### src/rtl/core_pkg.sv
// ---------------------------------------------------------------------------
// core_pkg
// Shared definitions for the single-cycle core run controller.
//   run_state_t    : run sequencer states (IDLE, LAUNCH, RUN, DONE)
//   END_PC_DEFAULT : default PC value that marks normal program completion
//   CYC_W_DEFAULT  : default width of the run cycle counter
// ---------------------------------------------------------------------------
package core_pkg;

   typedef enum logic [1:0] {
      IDLE   = 2'd0,
      LAUNCH = 2'd1,
      RUN    = 2'd2,
      DONE   = 2'd3
   } run_state_t;

   localparam int END_PC_DEFAULT = 128;
   localparam int CYC_W_DEFAULT  = 16;

endpackage

### src/rtl/core_run_ctrl_if.sv
// ---------------------------------------------------------------------------
// core_run_ctrl_if
// Host loader/readback port of the data memory.
//   host_req    : host memory access request            (host -> ctrl)
//   host_we     : host write (1) / read (0)             (host -> ctrl)
//   host_addr   : host address, 8 bits                  (host -> ctrl)
//   host_wdata  : host write data, 8 bits               (host -> ctrl)
//   host_gnt    : access accepted this cycle            (ctrl -> host)
//   host_rvalid : read data valid                       (ctrl -> host)
//   host_rdata  : registered read data, 8 bits          (ctrl -> host)
// Modports: master = host side, slave = run controller side.
// ---------------------------------------------------------------------------
interface core_run_ctrl_if;

   logic       host_req;
   logic       host_we;
   logic [7:0] host_addr;
   logic [7:0] host_wdata;
   logic       host_gnt;
   logic       host_rvalid;
   logic [7:0] host_rdata;

   modport master (
      output host_req, host_we, host_addr, host_wdata,
      input  host_gnt, host_rvalid, host_rdata
   );

   modport slave (
      input  host_req, host_we, host_addr, host_wdata,
      output host_gnt, host_rvalid, host_rdata
   );

endinterface

### src/rtl/core_run_ctrl_dmem_port_mux.sv
// ---------------------------------------------------------------------------
// dmem_port_mux
// Selects who drives the single dat_mem port and registers host read data.
// Ports:
//   clk, rst_n      : clock (rising edge), asynchronous active-low reset
//   i_hostOwns      : host may use the port this cycle (IDLE/DONE)
//   i_coreOwns      : core drives the port this cycle (RUN)
//   hostBus         : host port (slave modport)
//   core_wr_en/addr/wdata : core store request
//   mem_wr_en/addr/wdata  : to dat_mem
//   mem_rdata       : from dat_mem, combinational read
// ---------------------------------------------------------------------------
module dmem_port_mux (
   input  logic                  clk,
   input  logic                  rst_n,
   input  logic                  i_hostOwns,
   input  logic                  i_coreOwns,
   core_run_ctrl_if.slave        hostBus,
   input  logic                  core_wr_en,
   input  logic [7:0]            core_addr,
   input  logic [7:0]            core_wdata,
   output logic                  mem_wr_en,
   output logic [7:0]            mem_addr,
   output logic [7:0]            mem_wdata,
   input  logic [7:0]            mem_rdata
);

   logic       w_hostGnt;
   logic       w_hostRead;
   logic       r_rvalid;
   logic [7:0] r_rdata;

   // Grant is purely combinational so a host write commits on the same edge.
   assign w_hostGnt  = i_hostOwns & hostBus.host_req;
   assign w_hostRead = w_hostGnt & ~hostBus.host_we;

   assign hostBus.host_gnt    = w_hostGnt;
   assign hostBus.host_rvalid = r_rvalid;
   assign hostBus.host_rdata  = r_rdata;

   // Port select: core in RUN, host when granted, otherwise the port is
   // parked at all zeros so dat_mem sees no stray writes.
   always_comb begin
      mem_wr_en = 1'b0;
      mem_addr  = 8'h00;
      mem_wdata = 8'h00;
      if (i_coreOwns) begin
         mem_wr_en = core_wr_en;
         mem_addr  = core_addr;
         mem_wdata = core_wdata;
      end else if (w_hostGnt) begin
         mem_wr_en = hostBus.host_we;
         mem_addr  = hostBus.host_addr;
         mem_wdata = hostBus.host_wdata;
      end
   end

   // Read data is captured at the grant edge and valid for exactly one
   // cycle; reset discards a read that is still in flight.
   always_ff @(posedge clk or negedge rst_n) begin
      if (!rst_n) begin
         r_rvalid <= 1'b0;
         r_rdata  <= 8'h00;
      end else begin
         r_rvalid <= w_hostRead;
         if (w_hostRead) begin
            r_rdata <= mem_rdata;
         end
      end
   end

endmodule

### src/rtl/core_run_ctrl.sv
// ---------------------------------------------------------------------------
// core_run_ctrl
// Run controller and data-memory port arbiter for the single-cycle core.
// Sequences IDLE -> LAUNCH -> RUN -> DONE, counts run cycles and shares the
// dat_mem port between the core (RUN) and the host (IDLE/DONE).
// Build option: define RUN_CTRL_WATCHDOG_EN to enable the MAX_CYC watchdog;
// without it timeout stays 0 and RUN ends only at END_PC.
// Ports:
//   clk, rst_n        : clock (rising edge), asynchronous active-low reset
//   start             : run request, level or pulse
//   prog_ctr          : current PC value (D bits)
//   core_wr_en/addr/wdata : core store request
//   hostBus           : host loader/readback port (slave modport)
//   mem_wr_en/addr/wdata, mem_rdata : dat_mem port
//   pc_load           : forces next PC to the start address (LAUNCH)
//   core_en           : gates PC advance, RegWrite and stores (RUN)
//   busy              : LAUNCH or RUN
//   done              : held high in DONE
//   timeout           : watchdog ended the last run
//   cycle_count       : run cycles of the current/last run (CYC_W bits)
// ---------------------------------------------------------------------------
module core_run_ctrl
   import core_pkg::*;
#(
   parameter int D       = 12,
   parameter int END_PC  = END_PC_DEFAULT,
   parameter int CYC_W   = CYC_W_DEFAULT,
   parameter int MAX_CYC = 2**CYC_W - 1
) (
   input  logic             clk,
   input  logic             rst_n,
   input  logic             start,
   input  logic [D-1:0]     prog_ctr,
   input  logic             core_wr_en,
   input  logic [7:0]       core_addr,
   input  logic [7:0]       core_wdata,
   core_run_ctrl_if.slave   hostBus,
   output logic             mem_wr_en,
   output logic [7:0]       mem_addr,
   output logic [7:0]       mem_wdata,
   input  logic [7:0]       mem_rdata,
   output logic             pc_load,
   output logic             core_en,
   output logic             busy,
   output logic             done,
   output logic             timeout,
   output logic [CYC_W-1:0] cycle_count
);

`ifdef RUN_CTRL_WATCHDOG_EN
   localparam bit WD_EN = 1'b1;
`else
   localparam bit WD_EN = 1'b0;
`endif

   localparam logic [D-1:0]     END_PC_VAL = D'(END_PC);
   localparam logic [CYC_W-1:0] WD_LIMIT   = CYC_W'(MAX_CYC - 1);

   run_state_t       r_state;
   logic             r_startPend;
   logic             r_pcLoad;
   logic             r_coreEn;
   logic             r_busy;
   logic             r_done;
   logic             r_timeout;
   logic [CYC_W-1:0] r_count;

   logic             w_endHit;
   logic             w_wdHit;
   logic             w_hostOwns;
   logic             w_coreOwns;

   assign w_endHit   = (prog_ctr == END_PC_VAL);
   assign w_wdHit    = WD_EN && (r_count == WD_LIMIT);
   assign w_hostOwns = (r_state == IDLE) || (r_state == DONE);
   assign w_coreOwns = (r_state == RUN);

   // Run sequencer. Every control output is a register updated together
   // with the state, so start never reaches an output combinationally and
   // reset drops core_en at once. A start that collides with a host access
   // is remembered in r_startPend and launched once the host lets go.
   always_ff @(posedge clk or negedge rst_n) begin
      if (!rst_n) begin
         r_state     <= IDLE;
         r_startPend <= 1'b0;
         r_pcLoad    <= 1'b0;
         r_coreEn    <= 1'b0;
         r_busy      <= 1'b0;
         r_done      <= 1'b0;
         r_timeout   <= 1'b0;
         r_count     <= '0;
      end else begin
         case (r_state)
            IDLE, DONE: begin
               if ((start || r_startPend) && !hostBus.host_req) begin
                  r_state  <= LAUNCH;
                  r_pcLoad <= 1'b1;
                  r_busy   <= 1'b1;
                  r_done   <= 1'b0;
               end else if (start) begin
                  r_startPend <= 1'b1;
               end
            end
            LAUNCH: begin
               r_state     <= RUN;
               r_pcLoad    <= 1'b0;
               r_coreEn    <= 1'b1;
               r_count     <= '0;
               r_timeout   <= 1'b0;
               r_startPend <= 1'b0;
            end
            RUN: begin
               if (r_count != '1) begin
                  r_count <= r_count + 1'b1;
               end
               // Normal completion takes priority over the watchdog.
               if (w_endHit || w_wdHit) begin
                  r_state   <= DONE;
                  r_coreEn  <= 1'b0;
                  r_busy    <= 1'b0;
                  r_done    <= 1'b1;
                  r_timeout <= !w_endHit;
               end
            end
            default: begin
               r_state <= IDLE;
            end
         endcase
      end
   end

   assign pc_load     = r_pcLoad;
   assign core_en     = r_coreEn;
   assign busy        = r_busy;
   assign done        = r_done;
   assign timeout     = r_timeout;
   assign cycle_count = r_count;

   dmem_port_mux uPortMux (
      .clk        (clk),
      .rst_n      (rst_n),
      .i_hostOwns (w_hostOwns),
      .i_coreOwns (w_coreOwns),
      .hostBus    (hostBus),
      .core_wr_en (core_wr_en),
      .core_addr  (core_addr),
      .core_wdata (core_wdata),
      .mem_wr_en  (mem_wr_en),
      .mem_addr   (mem_addr),
      .mem_wdata  (mem_wdata),
      .mem_rdata  (mem_rdata)
   );

endmodule

### src/flat_wrapper.sv
// flat-port wrapper written by rule: the top's interface ports become plain ports
module core_run_ctrl_flat import core_pkg::*;
#(
   parameter int D       = 12,
   parameter int END_PC  = END_PC_DEFAULT,
   parameter int CYC_W   = CYC_W_DEFAULT,
   parameter int MAX_CYC = 2**CYC_W - 1
)
  (clk, rst_n, start, prog_ctr, core_wr_en, core_addr, core_wdata, mem_wr_en, mem_addr, mem_wdata, mem_rdata, pc_load, core_en, busy, done, timeout, cycle_count, hostBus_host_req, hostBus_host_we, hostBus_host_addr, hostBus_host_wdata, hostBus_host_gnt, hostBus_host_rvalid, hostBus_host_rdata);
  core_run_ctrl_if hostBus_i ();
  input  logic clk;
  input  logic rst_n;
  input  logic start;
  input  logic [D-1:0] prog_ctr;
  input  logic core_wr_en;
  input  logic [7:0] core_addr;
  input  logic [7:0] core_wdata;
  output logic mem_wr_en;
  output logic [7:0] mem_addr;
  output logic [7:0] mem_wdata;
  input  logic [7:0] mem_rdata;
  output logic pc_load;
  output logic core_en;
  output logic busy;
  output logic done;
  output logic timeout;
  output logic [CYC_W-1:0] cycle_count;
  input wire logic [$bits(hostBus_i.host_req)-1:0] hostBus_host_req;
  input wire logic [$bits(hostBus_i.host_we)-1:0] hostBus_host_we;
  input wire logic [$bits(hostBus_i.host_addr)-1:0] hostBus_host_addr;
  input wire logic [$bits(hostBus_i.host_wdata)-1:0] hostBus_host_wdata;
  output wire logic [$bits(hostBus_i.host_gnt)-1:0] hostBus_host_gnt;
  output wire logic [$bits(hostBus_i.host_rvalid)-1:0] hostBus_host_rvalid;
  output wire logic [$bits(hostBus_i.host_rdata)-1:0] hostBus_host_rdata;
  assign hostBus_i.host_req = hostBus_host_req;
  assign hostBus_i.host_we = hostBus_host_we;
  assign hostBus_i.host_addr = hostBus_host_addr;
  assign hostBus_i.host_wdata = hostBus_host_wdata;
  assign hostBus_host_gnt = hostBus_i.host_gnt;
  assign hostBus_host_rvalid = hostBus_i.host_rvalid;
  assign hostBus_host_rdata = hostBus_i.host_rdata;
  core_run_ctrl #(.D(D), .END_PC(END_PC), .CYC_W(CYC_W), .MAX_CYC(MAX_CYC)) u_core (.clk(clk), .rst_n(rst_n), .start(start), .prog_ctr(prog_ctr), .core_wr_en(core_wr_en), .core_addr(core_addr), .core_wdata(core_wdata), .hostBus(hostBus_i), .mem_wr_en(mem_wr_en), .mem_addr(mem_addr), .mem_wdata(mem_wdata), .mem_rdata(mem_rdata), .pc_load(pc_load), .core_en(core_en), .busy(busy), .done(done), .timeout(timeout), .cycle_count(cycle_count));
endmodule
### config.mk
export PLATFORM = sky130hd
export DESIGN_NAME = core_run_ctrl_flat
export DESIGN_NICKNAME = d
export VERILOG_FILES = /design/src/rtl/core_pkg.sv /design/src/rtl/core_run_ctrl_if.sv /design/src/rtl/core_run_ctrl_dmem_port_mux.sv /design/src/rtl/core_run_ctrl.sv /design/src/flat_wrapper.sv
export SDC_FILE = /design/constraint.sdc
export NUM_CORES = 1
export LEC_CHECK = 0
export CELL_PAD_IN_SITES_DETAIL_PLACEMENT = 1
export CELL_PAD_IN_SITES_GLOBAL_PLACEMENT = 2
export CORE_ASPECT_RATIO = 1.5
export CORE_MARGIN = 2
export CORE_UTILIZATION = 22
export CTS_BUF_LIST = sky130_fd_sc_hd__clkbuf_16
export CTS_CLUSTER_SIZE = 25
export DETAILED_ROUTE_END_ITERATION = 7
export PLACE_DENSITY_LB_ADDON = 0.1
export SYNTH_ARGS = -nofsm -noshare
export SYNTH_HDL_FRONTEND = slang
export SYNTH_HIERARCHICAL = 1
export SYNTH_SLANG_ARGS = --single-unit
### constraint.sdc
create_clock -name clk -period 2.1 [get_ports clk]
set_input_delay 0.315 -clock clk [delete_from_list [all_inputs] [get_ports clk]]
set_output_delay 0.315 -clock clk [all_outputs]
set_load 0.005 [all_outputs]
==> results.yml <==
routing:
  drt-total-wl_um: 7024
  first_pass_iters: 2
  route.detailed.vias_per_inst: 4.708
  ant_nets: 0
  wl_per_cell_um: 15.44
  drt_iter0_markers: 38
  vias: 2142
  drc: 0
logic_synthesis:
  synth_compound_area_frac: 0.1347
  synthSimpleGateAreaFrac: 0.2737
  syn_inst: 226
  ys_top_cells_by_count: "36 x nand2_1, 33 x dfrtp_1, 24 x o21ai_0"
  synthXorXnorAreaFrac: 0.008690
  synth-async-reset-ratio: 1.000
  syn_area_mm2: 0.002016
  synthTopCellsByArea: "dfrtp_1 41%, nand2_1 6.7%, o21ai_0 6.0%, nand3_1 5.5%, mux2_2 5.0%"
  netlist-cell-type-count: 42
  synth_top_area_frac: 0.4097
  synth.ff_latch_count: 33
  syn_nets: 288
  synth_top_flop_cell: "dfrtp_1"
  synth_mux_area_frac: 0.09994
  synthAdderAreaFrac: 0.02483
  ys_seq_area_frac: 0.4097
  synth_edf_count: 0
  syn_area_per_cell_um2: 8.919
  ys_warn_count: 6
  synth_area_leader_cell: "dfrtp_1"
  synth_top_family_by_area: "simple AND/OR/NAND/NOR gates"
  synth_most_common_cell: "nand2_1"
cells_and_area:
  fin_area_mm2: 0.003433
  nets: 406
  nFillCells: 1043
  utilization: 0.3866
  final_cells: 455
  n_antenna_cell: 0
  drive_above_1_share: 0.1217
  syn_to_final_growth_pct: 70.33
floorplanning:
  rows: 42
  ios: 106
  die_y_um: 121.2
  die-area_mm2: 0.009960
  start_util: 0.2270
  core-area_mm2: 0.008881
  die_w_um: 82.16
critical_path:
  cp_max_fo: 26
  critPathArrivalTime_ps: 1660
  start_kind: "flip-flop"
  worstPathRequired_ps: 1780
  cp-end-kind: "output port"
  path_class: "flip-flop to output port"
placed_design:
  dpl.hpwl_um: 5239
  gp_congestion: 0.7290
  numPlacedInstances: 446
  io_buffers: 105
  place_area_mm2: 0.003298
cts:
  clk_pin_slew_ps: 50
  cts_made_buffers: 5
  ctsHoldBuffers: 0
  cts_num_sinks: 33
  clockRootBuffer: "clkbuf_16"
  cts-htree-levels: 2
  clk-insertion-delay-late_ps: 280
  cts_tree: "yes"
  clk_path_buf_depth: 2
sta:
  maxSlewViolCount: 0
  finalHoldViolations: 0
  post-route-period-util: 0.9424
  rsz0062_at_grt: "no"
  fin_skew_ps: 1.834
  fin_tns_setup_ps: 0
  timing.max_slew.rel_slack: 0.6832
  setup-violations-final: 0
  worstMarginPinSlew_ps: 473.5
  min_period_ps: 1979
  fmax_ghz: 0.5053
grt:
  antenna_found_initial: 0
  grt_pass1_wl_um: 11130
  first_global_vias: 2245
  grt_util_all_layers: 0.1458
  overflow: 0
  grt_max_degree: 34
pwr:
  powerDensity_mw_per_mm2: 940.5
  leakage_nw: 1.535
  ir_drop_uv: 521.4
  finalPower_w: 0.003229
flow_run:
  drv_cap: 0
status:
  status: "complete, no violations"
min_path:
  hold_class: "input port to async pin"
-- stage by stage --
step           setup WS (ps)  hold slack (ps)
2_1_floorplan          300.0            19.41
3_3_place_gp           18.16            487.4
3_5_place_dp           13.13            496.4
4_1_cts                103.0            479.6
5_1_grt                8.725            496.8
6_report               121.0            445.2
-- cells in the final DEF (no fill, tap or decap), types with 2 or more instances in the layout --
cell / count
nand2_1: 36
a21o_1: 2
nor4_1: 2
and3_1: 5
nor3b_1: 3
buf_12: 3
dfrtp_1: 33
o22ai_1: 4
nor2b_1: 5
o21ai_0: 23
mux2_2: 9
nor2_1: 9
nand3_1: 22
inv_1: 6
a31oi_1: 5
ha_1: 3
nand4_1: 5
and2_1: 2
clkdlybuf4s50_1: 87
clkinv_1: 2
buf_4: 15
mux2i_1: 10
a21oi_1: 7
dlygate4sd2_1: 18
clkbuf_16: 5
nor3_1: 2
-- metal layers --
layer / GRT usage / wire length (um) / part of all wire
met1: 0.1563 / 2711 / 0.39
met4: 0.05313 / 133 / 0.019
met3: 0.03497 / 486 / 0.069
met5: 0 / 0 / 0
met2: 0.2678 / 3693 / 0.53
-- cell type report --
type                    instances  area (um2)  area share
repair buffers                123        1201      0.3499
multi-input cells             174        1105      0.3218
flip-flops and latches         33       825.8      0.2405
well taps                     110       137.6     0.04009
clock buffers                   5       125.1     0.03644
inverters                       7       26.28    0.007653
clock inverters                 3       12.51    0.003644
-- path summary, 6_finish.rpt --
check | from | cells after the start | slack [ps] | endpoint
min in group clk | u_core/uPortMux/hostBus.host_rdata[7] | 1 | 510 | u_core/uPortMux/hostBus.host_rdata[7]
max | u_core/r_state[1] | 5 | 120 | mem_wdata[1]
max reg2reg | u_core/cycle_count[0] | 6 | 160 | u_core/cycle_count[5]
max in group asynchronous | rst_n | 2 | 1330 | u_core/uPortMux/hostBus.host_rdata[5]
min reg2reg | u_core/uPortMux/hostBus.host_rdata[7] | 1 | 510 | u_core/uPortMux/hostBus.host_rdata[7]
min | rst_n | 2 | 450 | u_core/cycle_count[3]
-- registers in the layout (all words and copies together), names as in the netlist --
register                             cells
u_core/timeout                           1
u_core/core_en                           1
u_core/uPortMux/hostBus.host_rdata       8
u_core/done                              1
u_core/pc_load                           1
u_core/cycle_count                      16
u_core/r_state                           2
u_core/busy                              1
u_core/r_startPend                       1
u_core/uPortMux/hostBus.host_rvalid      1
-- worst max-delay path, cell delays in order, from the launching register on --
cell	delay, ps
dfrtp_1	420
ha_4	300
buf_12	170
nand3_1	80
o21ai_0	150
dlygate4sd2_1	250
-- what timing repair did --
item | CTS | global route
endpoints found under the hold margin | 0 | 0
resized for setup | 20 | 1
setup endpoints to repair | 18 | 3
buffers inserted | 0 | 1
-- kinds of logic (layout without fill, tap and decap cells) --
family	count (synthesis)	count (layout)
compound gates	47	47
xor+xnor	2	2
fa+ha+maj	4	4
buf+inv	19	138
flops	33	33
mux	19	19
simple gates	102	102
-- where the power goes --
part	switching [W]	leakage, nW	internal (W)	total [W]
registers	0.0000902	0.418	0.000775	0.000865
logic	0.000784	1.05	0.000879	0.00166
clock network	0.000272	0.0687	0.000428	0.000700
Power figures use the tool's default switching activity.
